### src/rtl/multiword_arith_sequencer_pkg.sv
// Shared definitions for the multi-word arithmetic sequencer: op codes and FSM states.
package multiword_arith_sequencer_pkg;

   localparam logic [2:0] OP_TFR = 3'b000;
   localparam logic [2:0] OP_ADD = 3'b001;
   localparam logic [2:0] OP_ADC = 3'b010;
   localparam logic [2:0] OP_SUB = 3'b011;
   localparam logic [2:0] OP_CMP = 3'b100;
   localparam logic [2:0] OP_INC = 3'b101;
   localparam logic [2:0] OP_DEC = 3'b110;
   localparam logic [2:0] OP_RSV = 3'b111;

   typedef enum logic [1:0] {
      IDLE = 2'd0,
      RUN  = 2'd1,
      DONE = 2'd2
   } state_t;

endpackage

### src/rtl/multiword_arith_sequencer_if.sv
// Start/busy/done handshake and operand/result bus between controller and sequencer.
interface multiword_arith_sequencer_if #(
   parameter int DATA_SIZE    = 8,
   parameter int WORDS        = 4,
   parameter int OP_CODE_SIZE = 3
);

   localparam int W = DATA_SIZE * WORDS;

   logic                    start;
   logic [OP_CODE_SIZE-1:0] op_code;
   logic [W-1:0]            a_in;
   logic [W-1:0]            b_in;
   logic                    carry_in;
   logic                    busy;
   logic                    done;
   logic [W-1:0]            result_out;
   logic                    carry_out;
   logic                    zero_out;

   modport master (
      output start, op_code, a_in, b_in, carry_in,
      input  busy, done, result_out, carry_out, zero_out
   );

   modport slave (
      input  start, op_code, a_in, b_in, carry_in,
      output busy, done, result_out, carry_out, zero_out
   );

endinterface

### src/rtl/mas_slice_adder.sv
// One DATA_SIZE-bit slice of a + b' + cin; b' and the slice-0 carry are chosen from the op code.
module mas_slice_adder
   import multiword_arith_sequencer_pkg::*;
#(
   parameter int DATA_SIZE = 8
) (
   input  logic [2:0]           op,
   input  logic                 first,
   input  logic                 chain_carry,
   input  logic                 ext_carry,
   input  logic [DATA_SIZE-1:0] a,
   input  logic [DATA_SIZE-1:0] b,
   output logic [DATA_SIZE-1:0] sum,
   output logic                 cout
);

   logic [DATA_SIZE-1:0] b_eff;
   logic                 cin;

   // Only the lowest slice takes its carry from the op; higher slices chain the previous carry.
   always_comb begin
      b_eff = '0;
      cin   = chain_carry;
      case (op)
         OP_ADD, OP_ADC:         b_eff = b;
         OP_SUB, OP_CMP:         b_eff = ~b;
         OP_DEC:                 b_eff = '1;
         OP_TFR, OP_INC, OP_RSV: b_eff = '0;
         default:                b_eff = '0;
      endcase
      if (first) begin
         case (op)
            OP_ADC:                 cin = ext_carry;
            OP_SUB, OP_CMP, OP_INC: cin = 1'b1;
            default:                cin = 1'b0;
         endcase
      end
   end

   assign {cout, sum} = {1'b0, a} + {1'b0, b_eff} + (DATA_SIZE + 1)'(cin);

endmodule

### src/rtl/multiword_arith_sequencer.sv
// Runs one W-bit operation as WORDS slice ops through a shared slice adder, LSB slice first.
module multiword_arith_sequencer
   import multiword_arith_sequencer_pkg::*;
#(
   parameter int DATA_SIZE    = 8,
   parameter int WORDS        = 4,
   parameter int OP_CODE_SIZE = 3
) (
   input  logic                        clk,
   input  logic                        reset,
   multiword_arith_sequencer_if.slave  bus
);

   localparam int W     = DATA_SIZE * WORDS;
   localparam int IDX_W = (WORDS > 1) ? $clog2(WORDS) : 1;
   localparam logic [IDX_W-1:0] LAST_IDX = IDX_W'(WORDS - 1);

   state_t                  state;
   state_t                  next_state;
   logic [IDX_W-1:0]        idx;
   logic [W-1:0]            a_sh;
   logic [W-1:0]            b_sh;
   logic [W-1:0]            sum_sh;
   logic [W-1:0]            full_sum;
   logic [OP_CODE_SIZE-1:0] op_reg;
   logic                    ext_carry;
   logic                    carry_reg;
   logic [DATA_SIZE-1:0]    slice_sum;
   logic                    slice_cout;
   logic                    load;
   logic                    step;
   logic                    last;
   logic [W-1:0]            result_q;
   logic                    carry_q;
   logic                    zero_q;

   always_ff @(posedge clk or posedge reset) begin
      if (reset) state <= IDLE;
      else       state <= next_state;
   end

   always_comb begin
      next_state = state;
      case (state)
         IDLE:    if (bus.start) next_state = RUN;
         RUN:     if (idx == LAST_IDX) next_state = DONE;
         DONE:    next_state = IDLE;
         default: next_state = IDLE;
      endcase
   end

   always_comb begin
      load     = (state == IDLE) && bus.start;
      step     = (state == RUN);
      last     = step && (idx == LAST_IDX);
      bus.busy = (state != IDLE);
      bus.done = (state == DONE);
   end

   mas_slice_adder #(.DATA_SIZE(DATA_SIZE)) u_slice (
      .op          (op_reg[2:0]),
      .first       (idx == '0),
      .chain_carry (carry_reg),
      .ext_carry   (ext_carry),
      .a           (a_sh[DATA_SIZE-1:0]),
      .b           (b_sh[DATA_SIZE-1:0]),
      .sum         (slice_sum),
      .cout        (slice_cout)
   );

   // Operands shift down one slice per step; sums shift in from the top so slice 0 ends at the LSB.
   assign full_sum = {slice_sum, sum_sh[W-1:DATA_SIZE]};

   always_ff @(posedge clk or posedge reset) begin
      if (reset) begin
         a_sh      <= '0;
         b_sh      <= '0;
         sum_sh    <= '0;
         op_reg    <= '0;
         ext_carry <= 1'b0;
         carry_reg <= 1'b0;
         idx       <= '0;
         result_q  <= '0;
         carry_q   <= 1'b0;
         zero_q    <= 1'b0;
      end else if (load) begin
         a_sh      <= bus.a_in;
         b_sh      <= bus.b_in;
         sum_sh    <= '0;
         op_reg    <= bus.op_code;
         ext_carry <= bus.carry_in;
         carry_reg <= 1'b0;
         idx       <= '0;
      end else if (step) begin
         a_sh      <= a_sh >> DATA_SIZE;
         b_sh      <= b_sh >> DATA_SIZE;
         sum_sh    <= full_sum;
         carry_reg <= slice_cout;
         idx       <= idx + 1'b1;
         // Compare reports flags only; the previous result stays visible.
         if (last) begin
            carry_q <= slice_cout;
            zero_q  <= (full_sum == '0);
            if (op_reg[2:0] != OP_CMP) result_q <= full_sum;
         end
      end
   end

   assign bus.result_out = result_q;
   assign bus.carry_out  = carry_q;
   assign bus.zero_out   = zero_q;

endmodule

### src/flat_wrapper.sv
// flat-port wrapper written by rule: the top's interface ports become plain ports
module multiword_arith_sequencer_flat import multiword_arith_sequencer_pkg::*;
#(
   parameter int DATA_SIZE    = 8,
   parameter int WORDS        = 4,
   parameter int OP_CODE_SIZE = 3
)
  (clk, reset, bus_start, bus_op_code, bus_a_in, bus_b_in, bus_carry_in, bus_busy, bus_done, bus_result_out, bus_carry_out, bus_zero_out);
  multiword_arith_sequencer_if #(.DATA_SIZE(DATA_SIZE), .WORDS(WORDS), .OP_CODE_SIZE(OP_CODE_SIZE)) bus_i ();
  input  logic clk;
  input  logic reset;
  input wire logic [$bits(bus_i.start)-1:0] bus_start;
  input wire logic [$bits(bus_i.op_code)-1:0] bus_op_code;
  input wire logic [$bits(bus_i.a_in)-1:0] bus_a_in;
  input wire logic [$bits(bus_i.b_in)-1:0] bus_b_in;
  input wire logic [$bits(bus_i.carry_in)-1:0] bus_carry_in;
  output wire logic [$bits(bus_i.busy)-1:0] bus_busy;
  output wire logic [$bits(bus_i.done)-1:0] bus_done;
  output wire logic [$bits(bus_i.result_out)-1:0] bus_result_out;
  output wire logic [$bits(bus_i.carry_out)-1:0] bus_carry_out;
  output wire logic [$bits(bus_i.zero_out)-1:0] bus_zero_out;
  assign bus_i.start = bus_start;
  assign bus_i.op_code = bus_op_code;
  assign bus_i.a_in = bus_a_in;
  assign bus_i.b_in = bus_b_in;
  assign bus_i.carry_in = bus_carry_in;
  assign bus_busy = bus_i.busy;
  assign bus_done = bus_i.done;
  assign bus_result_out = bus_i.result_out;
  assign bus_carry_out = bus_i.carry_out;
  assign bus_zero_out = bus_i.zero_out;
  multiword_arith_sequencer #(.DATA_SIZE(DATA_SIZE), .WORDS(WORDS), .OP_CODE_SIZE(OP_CODE_SIZE)) u_core (.clk(clk), .reset(reset), .bus(bus_i));
endmodule
### config.mk
export PLATFORM = sky130hd
export DESIGN_NAME = multiword_arith_sequencer_flat
export DESIGN_NICKNAME = d
export VERILOG_FILES = /design/src/rtl/multiword_arith_sequencer_pkg.sv /design/src/rtl/multiword_arith_sequencer_if.sv /design/src/rtl/mas_slice_adder.sv /design/src/rtl/multiword_arith_sequencer.sv /design/src/flat_wrapper.sv
export SDC_FILE = /design/constraint.sdc
export NUM_CORES = 1
export LEC_CHECK = 0
export BUFFER_PORTS_ARGS = -buffer_cell sky130_fd_sc_hd__buf_2
export CAP_MARGIN = 15
export CORE_UTILIZATION = 55
export CTS_BUF_LIST = sky130_fd_sc_hd__clkbuf_4
export DETAILED_ROUTE_END_ITERATION = 7
export PLACE_DENSITY = 0.79
export SKIP_LAST_GASP = 1
export SYNTH_ARGS = -nofsm -noshare
export SYNTH_HDL_FRONTEND = slang
export SYNTH_SLANG_ARGS = --single-unit
### constraint.sdc
create_clock -name clk -period 8 [get_ports clk]
set_input_delay 0.4 -clock clk [delete_from_list [all_inputs] [get_ports clk]]
set_output_delay 0.4 -clock clk [all_outputs]
set_load 0.03 [all_outputs]
* Yosys cells after proc, flatten, opt, wreduce, memory -nomap -nowiden
Index checks and enable logic that the tools add are counted.
Storage, ports and cells: register bits after elaboration 139, bits of input ports 71, word-level logic and storage cells 60, output and inout port bits 36
Cells by class: multiplexer cells 16, reduce and logical (&&, ||, !) cells 15, eq/ne operators 13, $add $sub $neg 3, bitwise gates (word level) 2
Operators with widths (number):
- 2-to-1 mux 32 bit | 6
- logical NOT 32 bit | 1
- one-hot mux 8 bit (4 select lines) | 1
- equality test 3 bit, second input constant | 4
- adder 8 x 8 -> 9 bit | 1
- adder 9 x 1 -> 9 bit | 1
- 2-to-1 mux 2 bit | 4
- NOT 8 bit | 1
- equality test 3 x 2 -> 1 bit, second input constant | 2
- OR reduction 3 bit | 2
- equality test 2 bit, second input constant | 2
- logical NOT 2 bit | 2
- inequality test 2 bit, second input constant | 2
- one-hot mux 2 bit (2 select lines) | 1
- AND reduction 4 bit | 1
- nonzero test 2 bit | 2
- OR reduction 2 bit | 2
- equality test 3 x 1 -> 1 bit, second input constant | 1
- logical NOT 3 bit | 1
- 2-to-1 mux 1 bit | 3
- inequality test 3 bit, second input constant | 1
- AND reduction 3 bit | 1
- adder 2 x 1 -> 2 bit, second input constant | 1
- equality test 2 x 1 -> 1 bit, second input constant | 1
- 4 further kinds | 5

* Longest topological paths before layout
depth in word-level cells 7, gate-level depth with buffers 13

* Hierarchy
Synthesis repeated with hierarchy kept, for this count alone.
Unflattened totals: cells, all modules 579, area total of the unflattened synthesis 5940.7 um2
Modules (own cells, without submodules):
- multiword_arith_sequencer | cells each 500, area an instance 5353.9 um2, instances 1, sequential area each 3278.1 um2
- mas_slice_adder | cells each 79, area an instance 586.8 um2, instances 1, sequential area each 0.0 um2

* Worst setup path after synthesis
Ideal clock, no wire load.
path kind register to register, start point register u_core.op_reg[1], end point register u_core.zero_q (netlist: u_core.bus.zero_out), cell stages (with the launch flop) 11, path buffers 0, library setup time 0.122 ns, data arrival time 2.643 ns, setup slack 5.235 ns, required time 7.878 ns, period minus slack after synthesis 2.765 ns, cells stage by stage dfrtp_1 and3_1 a21oi_1 mux2i_1 fa_1 inv_1 fa_1 nand3b_1 nor3_2 and4_1 a32o_1
On the way: word-level cells in the longest chain between the ends 6, elaborated cells between the ends (all ways) 18, classes of those cells 2 x add/sub; 7 x eq/ne; 3 x mux; 6 x reduce/logical
RTL lines:
- start, declared | line multiword_arith_sequencer.sv:25 | logic [OP_CODE_SIZE-1:0] op_reg;
- start signal, assigned | line multiword_arith_sequencer.sv:90 | op_reg <= bus.op_code;
- equality test 3 bit (tied with other cells) | line mas_slice_adder.sv:24, mas_slice_adder.sv:32
- OR reduction 3 bit (tied with other cells) | line mas_slice_adder.sv:24 | case (op)
- one-hot mux 8 bit (4 select lines) or one-hot mux 1 bit (2 select lines) (tied branches) | line mas_slice_adder.sv:24, mas_slice_adder.sv:32
- adder 8 x 8 -> 9 bit or 2-to-1 mux 1 bit (tied branches) | line mas_slice_adder.sv:40, mas_slice_adder.sv:31
- adder 9 x 1 -> 9 bit * | line mas_slice_adder.sv:40 | assign {cout, sum} = {1'b0, a} + {1'b0, b_eff} + (DATA_SIZE + 1)'(cin);
- logical NOT 32 bit * | line multiword_arith_sequencer.sv:103 | zero_q <= (full_sum == '0);
- end signal, assigned | line multiword_arith_sequencer.sv:103
- end, declared | line multiword_arith_sequencer.sv:35 | logic zero_q;
Every way passes the cells marked *; elsewhere a longest branch is shown, timed or not. A chain may end at the register's enable or synchronous reset.

* Worst setup path after layout
start point register u_core.op_reg[0], end point register u_core.zero_q (netlist: u_core.bus.zero_out)
The elaborated chain is that of the path after synthesis.

==> run metrics <==
routed vias/inst=5.43; failing checks=negative hold slack; Post-CTS Setup Repair Bufs=0; startpoint types=register; Final period util=0.382; hold_ws=-0.0122 ns; VDD IR max=196 uV; DRC=0; Chip Width=104 um; crit path max fanout=8; Mapped Nets=695; CTS-repair resized insts=0; # H-tree levels=4; CTS Hold Bufs=0; RSZ-0062 raised after global routing=false; Static Leakage=0.00338 uW; max-cap viol count=0; Clk Tree Root Cell=clkbuf_4; CTS tree=yes; largest net degree at the start of global routing=115; minimum clock period=3.05 ns; RePlAce Congestion=0.925; design area=6610 sq um; later-pin clock latency in the skew report=0.54 ns; first-pass GRT wire length=21.3 mm; final setup TNS=0 ns; status=finished, violations left; # rows=36; # diodes=0; pwr dens=453 nW/um^2; Initial DRT Pass Iterations=5; Worst-path clk slew=0.13 ns; top_reg_cell synth=dfrtp_1; Post-Synthesis Cells=612; Final setup viols=0; TritonCTS buffer count=17; Cell Area, Placed=6340 sq um; Seq/Total Area, Yosys=0.569; max-slew violations=0; Die Span Y=104 um; io pins=107; initial DRC count=301; Post-synth EDFFs=0; DR vias=4618; initial antenna violation count=0; layout net count=787; slew at the pin closest to its max-slew limit=1.09 ns; Hold Path Class=input port to asynchronous set/reset pin; worst rel slew slack=0.271; fillers=841; #FFs+latches synth=131; number of hold violations in the final report=7; fmax=0.327 GHz; post-synth cell types=43; critical path arrival=3.49 ns; Warnings, synthesis=0; crit path kind=register to register; Crit path required time=8.44 ns; Multi-input gate area=2290 sq um; Max Root-Sink Buffers=2; crit path capture type=register; initial core utilization=0.579; Tot GR Track Use=0.246; Syn Area/Cell=9.41 sq um; clk_skew=0.0250 ns; gr ovfl total=0; I/O Buffers=106; ys async rst share=1.00; Routed Wire Length=12.7 mm; Synth Cell Area=5760 sq um; Core Region=9950 sq um; Detail Route Antenna Nets=0; half-perimeter wire length after placement=8.42 mm; clk sink count=131; Reg area=3280 sq um; vias in the first global route=4368; Die Area=10900 sq um; WL/cell=15.0 um; layout cells sized above 1=0.220; synthesis-to-layout area growth=14.7%
-- cell families (layout without fill, tap and decap cells) --
logic type,count (synthesis),after routing,synth area share
compound gates,118,118,0.133
xor+xnor,6,6,0.00912
fa+ha+maj,12,12,0.0287
buf+inv,47,152,0.0382
flops,131,131,0.569
mux,11,11,0.0198
simple gates,287,287,0.202
-- through the flow --
| stage | power (uW) | std cells | setup slack (ns) | util |
|---|---|---|---|---|
| after floorplan | 2230 | 612 | 4.10 | - |
| after global placement | 2520 | 818 | 5.09 | 0.637 |
| after global routing | 3230 | 850 | 4.70 | 0.664 |
| final | 3000 | 850 | 4.95 | 0.664 |
| after detailed placement | 2580 | 818 | 4.98 | 0.637 |
| after CTS | 3000 | 850 | 4.96 | 0.664 |
-- critical path: stages, from the launching register on --
cell      delay, ns
dfrtp_1        0.47
inv_1          0.15
nor3_1         0.06
a21oi_1        0.45
mux2i_1        0.21
fa_1           0.47
inv_1          0.09
fa_1           0.45
nand3b_1       0.12
nor3_2         0.05
and4_1         0.19
a32o_1         0.25
-- layout by cell type (no fill, tap or decap), types with 4 or more instances in the layout --
master / count
a21oi_1: 6
a22oi_1: 47
buf_2: 106
buf_4: 4
clkbuf_4: 18
clkinvlp_4: 4
dfrtp_1: 131
ha_1: 10
inv_1: 8
inv_6: 4
mux2i_1: 8
nand2_1: 256
nor4_1: 6
o21ai_0: 46
o22ai_1: 9
-- final timing paths --
path,start,endpoint,slack [ns],cells past startpoint
setup / recovery,u_core.op_reg[0],u_core.bus.zero_out,4.95,11
hold / removal,reset,u_core.bus.result_out[13],-0.01,2
setup reg to reg,u_core.op_reg[0],u_core.bus.zero_out,4.95,11
hold reg to reg,u_core.bus.result_out[4],u_core.bus.result_out[4],0.48,2
max in group asynchronous,reset,u_core.b_sh[21],6.67,3
min in group clk,bus_a_in[25],u_core.a_sh[25],0.06,3
-- per-layer routing --
layer  part of all wire  wire length (um)  global-route usage
met5                  0                 0                   0
met4              0.013               169              0.0806
met3              0.066               840              0.0639
met2               0.47              5960               0.372
met1               0.45              5750               0.346
-- report_power, final --
part	leakage (uW)	switching (uW)	internal, uW	total, uW
sequential	0.00167	208	956	1160
combinational	0.00157	918	492	1410
clock	0.000133	261	161	422
total	0.00338	1390	1610	3000
-- synthesized netlist by cell type (4+ instances only) --
library cell | instances | area (sq um)
nand2_1 | 256 | 961
dfrtp_1 | 131 | 3280
a22oi_1 | 47 | 353
o21ai_0 | 46 | 230
buf_2 | 18 | 90.1
clkbuf_1 | 15 | 56.3
ha_1 | 10 | 125
inv_1 | 9 | 33.8
o22ai_1 | 9 | 56.3
mux2i_1 | 8 | 80.1
a21oi_1 | 6 | 30.0
nor4_1 | 6 | 37.5
nor2_1 | 4 | 15.0
-- layout make-up --
cell class / instances / share of cell area
inverter: 10 / 0.00644
clock inverter: 14 / 0.0197
clock buffer: 18 / 0.0205
multi-input combinational: 434 / 0.347
tap: 133 / 0.0252
timing repair buffer: 110 / 0.0848
sequential: 131 / 0.496
(Power assumes the default switching activity.)
